$ cat src/rtl/exts_arbiter.sv
// exts_arbiter: round-robin arbiter in front of a shared byte/halfword
// sign-extension unit, with one registered result stage tagged by winner.
// Optional feature macro: EXTS_ARB_STATS_EN (per-requester grant counters).

package Pu_types;
    localparam int unsigned OPW = 4;

    typedef enum logic [OPW-1:0] {
        Alu_add = 4'd0,
        Alu_sub = 4'd1,
        Alu_and = 4'd2,
        Alu_or  = 4'd3,
        Alu_xor = 4'd4,
        Alu_esb = 4'd5,
        Alu_esh = 4'd6,
        Alu_sll = 4'd7
    } Alu_op;

    typedef logic [31:0] Word;
endpackage

module exts_arbiter #(
    parameter int unsigned NREQ = 2,
    parameter int unsigned IDW  = (NREQ > 1) ? $clog2(NREQ) : 1
) (
    input  logic                           clk,
    input  logic                           reset,
    input  logic [NREQ-1:0]                req_valid,
    output logic [NREQ-1:0]                req_ready,
    input  logic [NREQ*Pu_types::OPW-1:0]  req_op,
    input  logic [NREQ*32-1:0]             req_win,
    output logic                           res_valid,
    input  logic                           res_ready,
    output logic [31:0]                    res_data,
    output logic [IDW-1:0]                 res_tag
`ifdef EXTS_ARB_STATS_EN
    ,
    output logic [NREQ*16-1:0]             grant_count
`endif
);

    localparam int unsigned OPW = Pu_types::OPW;

    logic            res_valid_q, res_valid_d;
    logic [31:0]     res_data_q,  res_data_d;
    logic [IDW-1:0]  res_tag_q,   res_tag_d;
    logic [IDW-1:0]  rr_ptr_q,    rr_ptr_d;

    logic            can_accept_c;
    logic            found_c;
    logic            grant_c;
    logic [IDW-1:0]  win_idx_c;

    // Byte/halfword sign extension; everything else passes through.
    function automatic logic [31:0] ext_f(input logic [OPW-1:0] op, input logic [31:0] w);
        logic [31:0] r;
        case (op)
            Pu_types::Alu_esb: r = {{24{w[7]}}, w[7:0]};
            Pu_types::Alu_esh: r = {{16{w[15]}}, w[15:0]};
            default:           r = w;
        endcase
        return r;
    endfunction

    // Round-robin search starting at rr_ptr; grant only when the stage can take it.
    always_comb begin
        int unsigned cand;
        can_accept_c = !res_valid_q || res_ready;
        found_c      = 1'b0;
        win_idx_c    = '0;
        for (int unsigned k = 0; k < NREQ; k++) begin
            cand = 32'(rr_ptr_q) + k;
            if (cand >= NREQ) cand = cand - NREQ;
            if (!found_c && req_valid[IDW'(cand)]) begin
                found_c   = 1'b1;
                win_idx_c = IDW'(cand);
            end
        end
        grant_c = found_c && can_accept_c && reset;
    end

    // One-hot ready to the winner only.
    always_comb begin
        req_ready = '0;
        if (grant_c) req_ready[win_idx_c] = 1'b1;
    end

    // Next-state of the result stage and round-robin pointer.
    always_comb begin
        res_valid_d = res_valid_q;
        res_data_d  = res_data_q;
        res_tag_d   = res_tag_q;
        rr_ptr_d    = rr_ptr_q;
        if (grant_c) begin
            res_valid_d = 1'b1;
            res_data_d  = ext_f(req_op[32'(win_idx_c)*OPW +: OPW],
                                req_win[32'(win_idx_c)*32 +: 32]);
            res_tag_d   = win_idx_c;
            rr_ptr_d    = (win_idx_c == IDW'(NREQ - 1)) ? '0 : win_idx_c + IDW'(1);
        end else if (res_valid_q && res_ready) begin
            res_valid_d = 1'b0;
        end
    end

    // Result stage and pointer registers, synchronous active-low reset.
    always_ff @(posedge clk) begin
        if (!reset) begin
            res_valid_q <= 1'b0;
            res_data_q  <= '0;
            res_tag_q   <= '0;
            rr_ptr_q    <= '0;
        end else begin
            res_valid_q <= res_valid_d;
            res_data_q  <= res_data_d;
            res_tag_q   <= res_tag_d;
            rr_ptr_q    <= rr_ptr_d;
        end
    end

    assign res_valid = res_valid_q;
    assign res_data  = res_data_q;
    assign res_tag   = res_tag_q;

`ifdef EXTS_ARB_STATS_EN
    logic [NREQ-1:0][15:0] cnt_q, cnt_d;

    // Saturating per-requester grant counters.
    always_comb begin
        cnt_d = cnt_q;
        if (grant_c && cnt_q[win_idx_c] != 16'hFFFF)
            cnt_d[win_idx_c] = cnt_q[win_idx_c] + 16'd1;
    end

    // Counter registers, cleared only by reset.
    always_ff @(posedge clk) begin
        if (!reset) cnt_q <= '0;
        else        cnt_q <= cnt_d;
    end

    assign grant_count = cnt_q;
`endif

endmodule

$ cat config.mk
export PLATFORM = sky130hd
export DESIGN_NAME = exts_arbiter
export DESIGN_NICKNAME = d
export VERILOG_FILES = /design/src/rtl/exts_arbiter.sv
export SDC_FILE = /design/constraint.sdc
export NUM_CORES = 1
export LEC_CHECK = 0
export ABC_CLOCK_PERIOD_IN_PS = 1700
export CAP_MARGIN = 10
export CORE_MARGIN = 2
export CORE_UTILIZATION = 35
export DETAILED_ROUTE_END_ITERATION = 16
export GPL_ROUTABILITY_DRIVEN = 1
export GPL_TIMING_DRIVEN = 0
export PLACE_DENSITY = 0.8
export SLEW_MARGIN = 15
export SYNTH_ARGS = -nofsm -noshare
export SYNTH_HDL_FRONTEND = slang
export SYNTH_SLANG_ARGS = --single-unit
$ cat constraint.sdc
create_clock -name clk -period 1.7 [get_ports clk]
set_input_delay 0.17 -clock clk [delete_from_list [all_inputs] [get_ports clk]]
set_output_delay 0.17 -clock clk [all_outputs]
set_load 0.005 [all_outputs]
======== Yosys cells after proc, flatten, opt, wreduce, memory -nomap -nowiden ========
Index checks and enable logic that the tools add are counted.
storage, ports and cells
  flip-flop bits (word level) ............. 35
  bits in latches ......................... 0
  memory bits (writable) .................. 0
  memory bits (read-only) ................. 0
  input port bits ......................... 77
  logic and storage cells ................. 44
  memories ................................ 0
operators by class
  $add $sub $neg .......................... 4
  $mul .................................... 0
  div/mod/pow operators ................... 0
  order comparisons ....................... 6
  eq/ne operators ......................... 2
  shifts and indexed selects .............. 2
  muxes and demuxes ....................... 17
  bitwise gates (word level) .............. 0
  reductions and logical operators ........ 9
operators with widths
  cell                                                                   number
  32-bit one-hot mux with 2 select lines                                 1
  64-bit by 7-bit variable part select with 32-bit output                1
  1-bit 2-to-1 mux                                                       14
  4-bit by 3-bit == test with 1-bit output, second input constant        2
  8-bit by 4-bit variable part select with 4-bit output                  1
  1-bit by 2-bit < comparator with 1-bit output, second input constant   3
  1-bit logical AND                                                      5
  1-bit by 1-bit adder with 2-bit output, second input constant          1
  1-bit by 2-bit >= comparator with 1-bit output, second input constant  1
  2-bit >= comparator, second input constant                             1
  1-bit zero test                                                        2
  2-bit 2-to-1 mux                                                       1
  2-bit nonzero test                                                     1
  1-bit subtractor, second input constant                                2
  1-bit adder, second input constant                                     1
  1-bit demux with 1-bit select                                          1
  1-bit >= comparator, second input constant                             1
  1-bit logical OR                                                       1

======== Logic depth before layout (Yosys ltp) ========
Gate-level depths: netlist (run 1).
  depth after elaboration ................. 13
  mapped depth ............................ 7
  depth with buffers taken out ............ 5

======== Worst setup path after synthesis (run 1) ========
OpenSTA, ideal clock, no wires.
  kind .................................... reg2reg
  start point ............................. register rr_ptr_q
  end point ............................... register res_data_q[16] (netlist: res_data[16])
  library setup time ...................... 0.120 ns
  arrival ................................. 1.289 ns
  required time ........................... 1.580 ns
  path slack .............................. 0.291 ns
  cell stages (with the launch flop) ...... 6
  clock period less this slack ............ 1.409 ns
  cell sequence ........................... dfxtp_1 > nor2b_1 > o221a_1 > a311oi_4 > buf_4 > a21oi_1
between the ends
  cells in the longest elaborated chain, start to end .. 11
  elaborated cells on any way between the ends .. 24
  those cells by class .................... add/sub (3); order compare (2); eq/ne (2); shift (2); mux (11); reduce/logical (4)
RTL lines
  item                                                                                                     RTL line  RTL
  from (decl)                                                                                              47        logic [IDW-1:0] rr_ptr_q, rr_ptr_d;
  from (signal assigned)                                                                                   116       rr_ptr_q <= rr_ptr_d;
  parallel branches: the longest is 11 deep, another holds 1-bit by 2-bit >= comparator with 1-bit output  -
  to (signal assigned)                                                                                     114       res_data_q <= res_data_d;
  to (decl)                                                                                                45        logic [31:0] res_data_q, res_data_d;
Several ways; the timed one is not identified. The select of a mux whose other input is x is not followed.
A chain may end at the register's enable or synchronous reset.

======== Worst setup path in the final report (run 1) ========
  start point ............................. register res_valid_q (netlist: res_valid)
  end point ............................... register res_data_q[3] (netlist: res_data[3])
between the ends
  cells in the longest elaborated chain, start to end .. 4
RTL lines
  item                             RTL line  RTL
  from (decl)                      44        logic res_valid_q, res_valid_d;
  from (signal assigned)           113       res_valid_q <= res_valid_d;
  1-bit zero test                  68        can_accept_c = !res_valid_q || res_ready;
  1-bit logical OR                 68
  1-bit logical AND (2 in series)  79        grant_c = found_c && can_accept_c && reset;
No other way between the ends.

==> summary.md, run 1 <==
| Metric | Value |
|---|---|
| Worst setup path start | res_valid |
| Min Tclk post-route | approximately 1.6 ns |
| Worst vdd ir | about 380 uV |
| Final Net Count | around 410 |
| Final hold vios | 0 |
| Skew final | roughly 0.0072 ns |
| R2R cell count | 8 |
| Worst-skew pair later-pin latency | about 0.28 ns |
| Final instance area | 3070 sq um |
| First-pass GRT wire length | around 9 mm |
| FF+latch count, synth | 35 |
| Critical path buffers and inverters | 5 |
| P&R area growth vs syn | 86.4% |
| Post-synth cell types | 29 |
| Post-synthesis instance total | approximately 200 |
| Initial drt markers | a little under 90 |
| CTS Buf Count | 5 |
| Most common cell after layout, fill and taps aside | clkdlybuf4s50_1 |
| Wire per inst | about 15 um |
| Pint | about 1.7 mW |
| Routability cong. | around 0.84 |
| Worst-path fanout max | 10 |
| Ys Warns | 0 |
| Residual DRC | 0 |
| Ranking of synthesized cells by area | dfxtp_1 43%, a21oi_1 16%, a22oi_1 7.8%, nand2_1 5.9%, a221oi_1 4.3% |
| # Max-Cap Violations | 0 |
| I/O Buffers | approximately 110 |
| Fin crit share | between 90% and 100% |
| Max_slew headroom | 69.5% |
| Initial antenna violation count | 0 |
| H-tree depth | 2 |
| Cell Area, Synth | between 1500 and 2000 sq um |
| Clock share of power | between 20 and 25% |
| P_sw | roughly 0.6 mW |
| Synth top area share | between 40% and 50% |
| Fillers | roughly 360 |
| Maximum clock frequency | 617 MHz |
| Row cnt | 24 |
| Chip Width | between 70 and 80 um |
| CTS tree | done |
| CORE AREA | between 4000 and 5000 sq um |
| Reg power frac | 42.3% |
| Die Area | ~5300 sq um |
| Top cell family by delay on the critical path | buffers and inverters |
| Sequential fraction of the synthesis area | about 43% |
| Worst hold slack | around 0.29 ns |
| Final setup vio count | 0 |
| Status | complete, no violations |
| Logic pwr share | between 30% and 40% |
| Pins over their slew limit | 0 |
| DR vias | approximately 2.0k |
| Required @ worst endpoint | between 1.5 and 2 ns |
| Setup slack after layout | slightly below 0.08 ns |
| Crit start category | flop |
| Area of the multi-input gates | roughly 910 sq um |
| Sw Share | a little over a quarter |
| R2R Path Start | res_valid |
| Syn_nets | 273 |
| Pre-CTS WS | -0.513 ns |
| Most used cell along the critical path | buf_4 |
| Area of placed instances | about 2800 sq um |
| # IOs | 113 |
| Gr ovfl total | 0 |
| Crit-path max cell delay | roughly 0.38 ns |
| Largest net degree at the start of global routing | 11 |
| Starting Density | 37.0% |
| DRT antenna net count | 0 |
| Nature of the critical path endpoint | flop |
| Cts hold-fix bufs | 0 |
| CP arrival | about 1.8 ns |
| Post-DP HPWL | around 4.3 mm |
| Layout cell share with drive strength beyond 1 | roughly an eighth |
| ANT cells | 0 |
| Gr usage total | 21.7% |
| Leak | 1.24 nW |
| Reg2Reg Setup Slack | slightly below 0.08 ns |
| Clock slew at reported path FFs | 0.07 ns |
| Setup TNS | 0 ns |
| Drt first pass iters | 4 |
| Crit path depth | 8 |
| Slew @ Worst Pin | between 0.4 and 0.5 ns |
| Die Ht | 72.6 um |
| Wirelength, routed | between 5 and 6 mm |
| Vias in the first global route | roughly 2k |
| Slowest cell on the critical path | dfxtp_1 |
| # clock sinks | 35 |
| Critical setup path kind | reg -> reg |
| Most frequent cells in the layout | 107 x clkdlybuf4s50_1, 51 x a21oi_1, 35 x dfxtp_1, 26 x nand2_1, 18 x buf_4 |
| Hold Crit Class | in -> reg |
| FF/Latch Area | approximately 700 sq um |
| CP cell instances | nand2b_4 > nor3b_2 > buf_4 > buf_4 > buf_4 > buf_4 > buf_6 > a311oi_1 |
| Critical path destination | res_data[3] |
| Pwr dens | 745 nW/um^2 |
| Longest Clk Path Bufs | 2 |
| Routed vias/inst | 5.22 |
| Min-delay src | reset |
| Root buffer cell | clkbuf_8 |
| Synth Area per Inst | roughly 8.4 sq um |
| End of the worst register-to-register path | res_data[3] |
| Area leader, netlist | dfxtp_1 |
==> cells by family (layout without fill, tap and decap cells) <==
family	Yosys count	after routing	synth area share, %
XOR/XNOR	2	2	1.06
AND/OR/NAND/NOR	51	51	15.0
flip-flops	35	35	42.6
AO/OA/AOI/OAI	91	91	36.2
buffers and inverters	17	150	5.17
==> flip-flops by register name (all words and copies together) (netlist names) <==
name / count
res_data: 32
res_tag: 1
rr_ptr_q: 1
res_valid: 1
==> how the worst min path moves through the flow <==
stage                   end  slack (ns)  cells after the start
6_report       res_data[10]        0.29                      3
5_1_grt        res_data[11]        0.30                      3
4_1_cts        res_data[11]        0.29                      3
3_5_place_dp        res_tag        0.45                      2
3_3_place_gp        res_tag        0.45                      2
2_1_floorplan  res_data[10]        0.32                      2
==> per-stage QoR <==
step	instances	power, mW	util, %
6_report	381	2.29	69.1
3_5_place_dp	359	1.68	63.5
2_1_floorplan	196	1.24	-
4_1_cts	377	2.29	67.6
5_1_grt	381	2.42	69.1
3_3_place_gp	359	1.67	63.5
==> tightest hold or removal path: stages <==
cell and delay [ns]:
buf_4 0.15, a21oi_1 0.15, a221oi_1 0.05
==> cell usage after synthesis <==
library cell  count
buf_2             5
o211ai_1          1
nand2b_1          2
nand3b_1          3
a21oi_1          51
o221a_1           1
xor2_1            2
a211oi_2          1
nor3b_2           1
a311oi_4          1
a311oi_1          7
buf_4             4
nand3_1           1
nand4bb_1         1
inv_2             1
nor2b_1           3
clkinv_1          1
a221oi_1          8
inv_1             3
clkbuf_1          3
o21ai_0           3
nor3_1            1
dfxtp_1          35
a22oi_1          17
nand2_1          26
nor2_2            1
o211a_1           1
and3b_1           2
nor2_1           10
==> metal layers <==
metal | track usage (%) | share of wire, % | vias to the layer above
li1 | - | - | 996
met1 | 25.1 | 41 | 918
met2 | 37.8 | 51 | 67
met3 | 5.39 | 5.8 | 9
met4 | 9.05 | 2.0 | 0
met5 | 0 | 0 | -
==> power groups by stage <==
stage	combinational, mW	clock [mW]	sequential, mW
final	0.750	0.569	0.968
after CTS	0.730	0.588	0.968
after floorplan	0.247	0	0.992
after global routing	0.815	0.623	0.980
after global placement	0.688	0	0.980
after detailed placement	0.694	0	0.985
==> what timing repair did <==
action | in CTS | in global routing
endpoints found under the hold margin | 0 | 0
resized for setup | 10 | 9
setup endpoints to repair | 20 | 26
pin swaps | 5 | 2
buffers inserted | 10 | 4
cloned | 0 | 0
==> final cells by class <==
cell class | count | share of cell area (%)
Timing Repair Buffer | 125 | 39.6
Clock buffer | 7 | 2.49
Inverter | 5 | 0.611
Sequential cell | 35 | 22.8
Buffer | 12 | 2.61
Clock inverter | 1 | 0.163
Tap cell | 52 | 2.12
Multi-Input combinational cell | 144 | 29.6
(Power assumes the default switching activity.)
==> run 2, diff against run 1 <==
--- a/config.mk
+++ b/config.mk
@@ -13,6 +13,7 @@
 export GPL_ROUTABILITY_DRIVEN = 1
 export GPL_TIMING_DRIVEN = 0
 export PLACE_DENSITY = 0.8
+export REMOVE_ABC_BUFFERS = 1
 export SLEW_MARGIN = 15
 export SYNTH_ARGS = -nofsm -noshare
 export SYNTH_HDL_FRONTEND = slang
==> summary.md, run 2 (synthesis gave the netlist of run 1 again) <==
| Metric | Value |
|---|---|
| Status | complete, no violations |
| DRT antenna net count | 0 |
| Post-DP HPWL | 3.96 mm |
| Largest register FFs | 32 |
| Setup slack after layout | 0.0759 ns |
| Clock slew at reported path FFs | roughly 0.070 ns |
| End of the worst register-to-register path | res_data[11] |
| Final setup vio count | 0 |
| Final Net Count | 395 |
| Residual DRC | 0 |
| Worst-skew pair later-pin latency | about 0.28 ns |
| Gr usage total | between 20% and 30% |
| Most frequent cells in the layout | 107 x clkdlybuf4s50_1, 51 x a21oi_1, 35 x dfxtp_1, 26 x nand2_1, 16 x a22oi_1 |
| Chip Width | 72.6 um |
| CORE AREA | around 4400 sq um |
| CTS Buf Count | 5 |
| Setup TNS | 0 ns |
| Worst-path fanout max | 18 |
| ANT cells | 0 |
| Gr ovfl total | 0 |
| Min Tclk post-route | ~1.6 ns |
| Routed length on met2 | ~2.6 mm |
| # IOs | about 110 |
| I/O Buffers | ~110 |
| Worst setup path start | res_ready |
| Initial antenna violation count | 0 |
| Highest Signal Layer | met4 |
| CTS tree | done |
| H-tree depth | 2 |
| Slew @ Worst Pin | 0.392 ns |
| Longest Clk Path Bufs | 2 |
| Final hold vios | 0 |
| Skew final | 0.00157 ns |
| Row cnt | 24 |
| Hold Crit Class | in -> reg |
| Wire per inst | ~15 um |
| Reg2Reg Setup Slack | roughly 0.11 ns |
| Largest net degree at the start of global routing | 29 |
| # clock sinks | 35 |
| Pre-CTS WS | -2.00 ns |
| Met3 WL | roughly 520 um |
| CP arrival | approximately 1.8 ns |
| Drt first pass iters | 4 |
| DR vias | around 1.9k |
| Vias in the first global route | roughly 1.9k |
| Min-delay src | reset |
| Nature of the critical path endpoint | flop |
| Pins over their slew limit | 0 |
| Routed vias/inst | 5.24 |
| Fin crit share | 95.5% |
| RSZ-0062 raised after global routing | no |
| Routability cong. | 0.727 |
| Pwr dens | around 750 nW/um^2 |
| Hold Path Sink | rr_ptr_q |
| Die Area | 5270 sq um |
| R2R cell count | 6 |
| P&R area growth vs syn | 85.8% |
| Met1 WL | 2.22 mm |
| Root buffer cell | clkbuf_8 |
| First-pass GRT wire length | around 8.5 mm |
| Worst vdd ir | approximately 470 uV |
| Critical setup path kind | in -> reg |
| Maximum clock frequency | 616 MHz |
| Starting Density | 37.0% |
| # Max-Cap Violations | 0 |
| Max_slew headroom | 73.8% |
| WHS Path Cells | 3 |
| Final Util | about 69% |
| R2R Path Start | res_valid |
| Initial drt markers | 60 |
| Crit start category | input port |
| Required @ worst endpoint | between 1.5 and 2 ns |
| Most common cell after layout, fill and taps aside | clkdlybuf4s50_1 |
| Die Ht | around 73 um |
| Leak | 1.22 nW |
| Layout cell share with drive strength beyond 1 | a little over 10% |
| Wirelength, routed | about 5.4 mm |
-- run 2: cell types whose count changed in the layout (fill, tap and decap cells not counted), sizes merged --
cell / change
buf: -7
clkbuf: -3
-- run 2: layout make-up --
class | instances | area [sq um]
flip-flops and latches | 35 | 701
fillers | 378 | 1390
inverters | 5 | 23.8
repair buffers | 127 | 1270
clock inverters | 1 | 5.00
clock buffers | 7 | 76.3
well taps | 52 | 65.1
multi-input cells | 144 | 918
-- run 2: metal layers --
metal | vias up | GRT usage [%]
met5 | - | 0
met4 | 0 | 5.14
met3 | 7 | 8.29
met2 | 87 | 36.3
met1 | 877 | 22.8
li1 | 974 | -
-- run 2: worst max-delay path, stage by stage --
cell and delay, ns:
clkdlybuf4s50_1 0.45, nand2b_4 0.12, nor3b_4 0.22, buf_8 0.12, buf_4 0.20, o211a_1 0.36, a221oi_1 0.12
-- run 2: metrics by stage --
step	cells	hold slack (ns)	instance area (sq um)	total power [mW]
floorplan	184	0.306	1580	1.22
global placement	348	0.443	2770	1.65
finish	371	0.304	3060	2.29
CTS	368	0.295	3010	2.29
global route	371	0.322	3060	2.41
detailed placement	351	0.463	2810	1.67
-- run 2: worst max path at each step --
stage,endpoint,slack (ns),cells after the start
after detailed placement,req_ready[1],-2.00,7
after CTS,req_ready[0],0.02,4
after global placement,req_ready[1],-3.47,6
after floorplan,res_data[15],-0.87,4
final,res_data[11],0.08,7
after global routing,res_data[8],0.0007,4
-- run 2: what timing repair did --
action / in CTS / in global routing
setup buffers: 9 / 3
resized for setup: 19 / 2
pin swaps: 5 / 1
hold buffers: 0 / 0
endpoints found under the setup margin: 37 / 22
-- run 2: power breakdown --
part / internal (mW) / switching [mW]
clock: 0.288 / 0.291
sequential: 0.918 / 0.0496
combinational: 0.465 / 0.278
total: 1.67 / 0.619
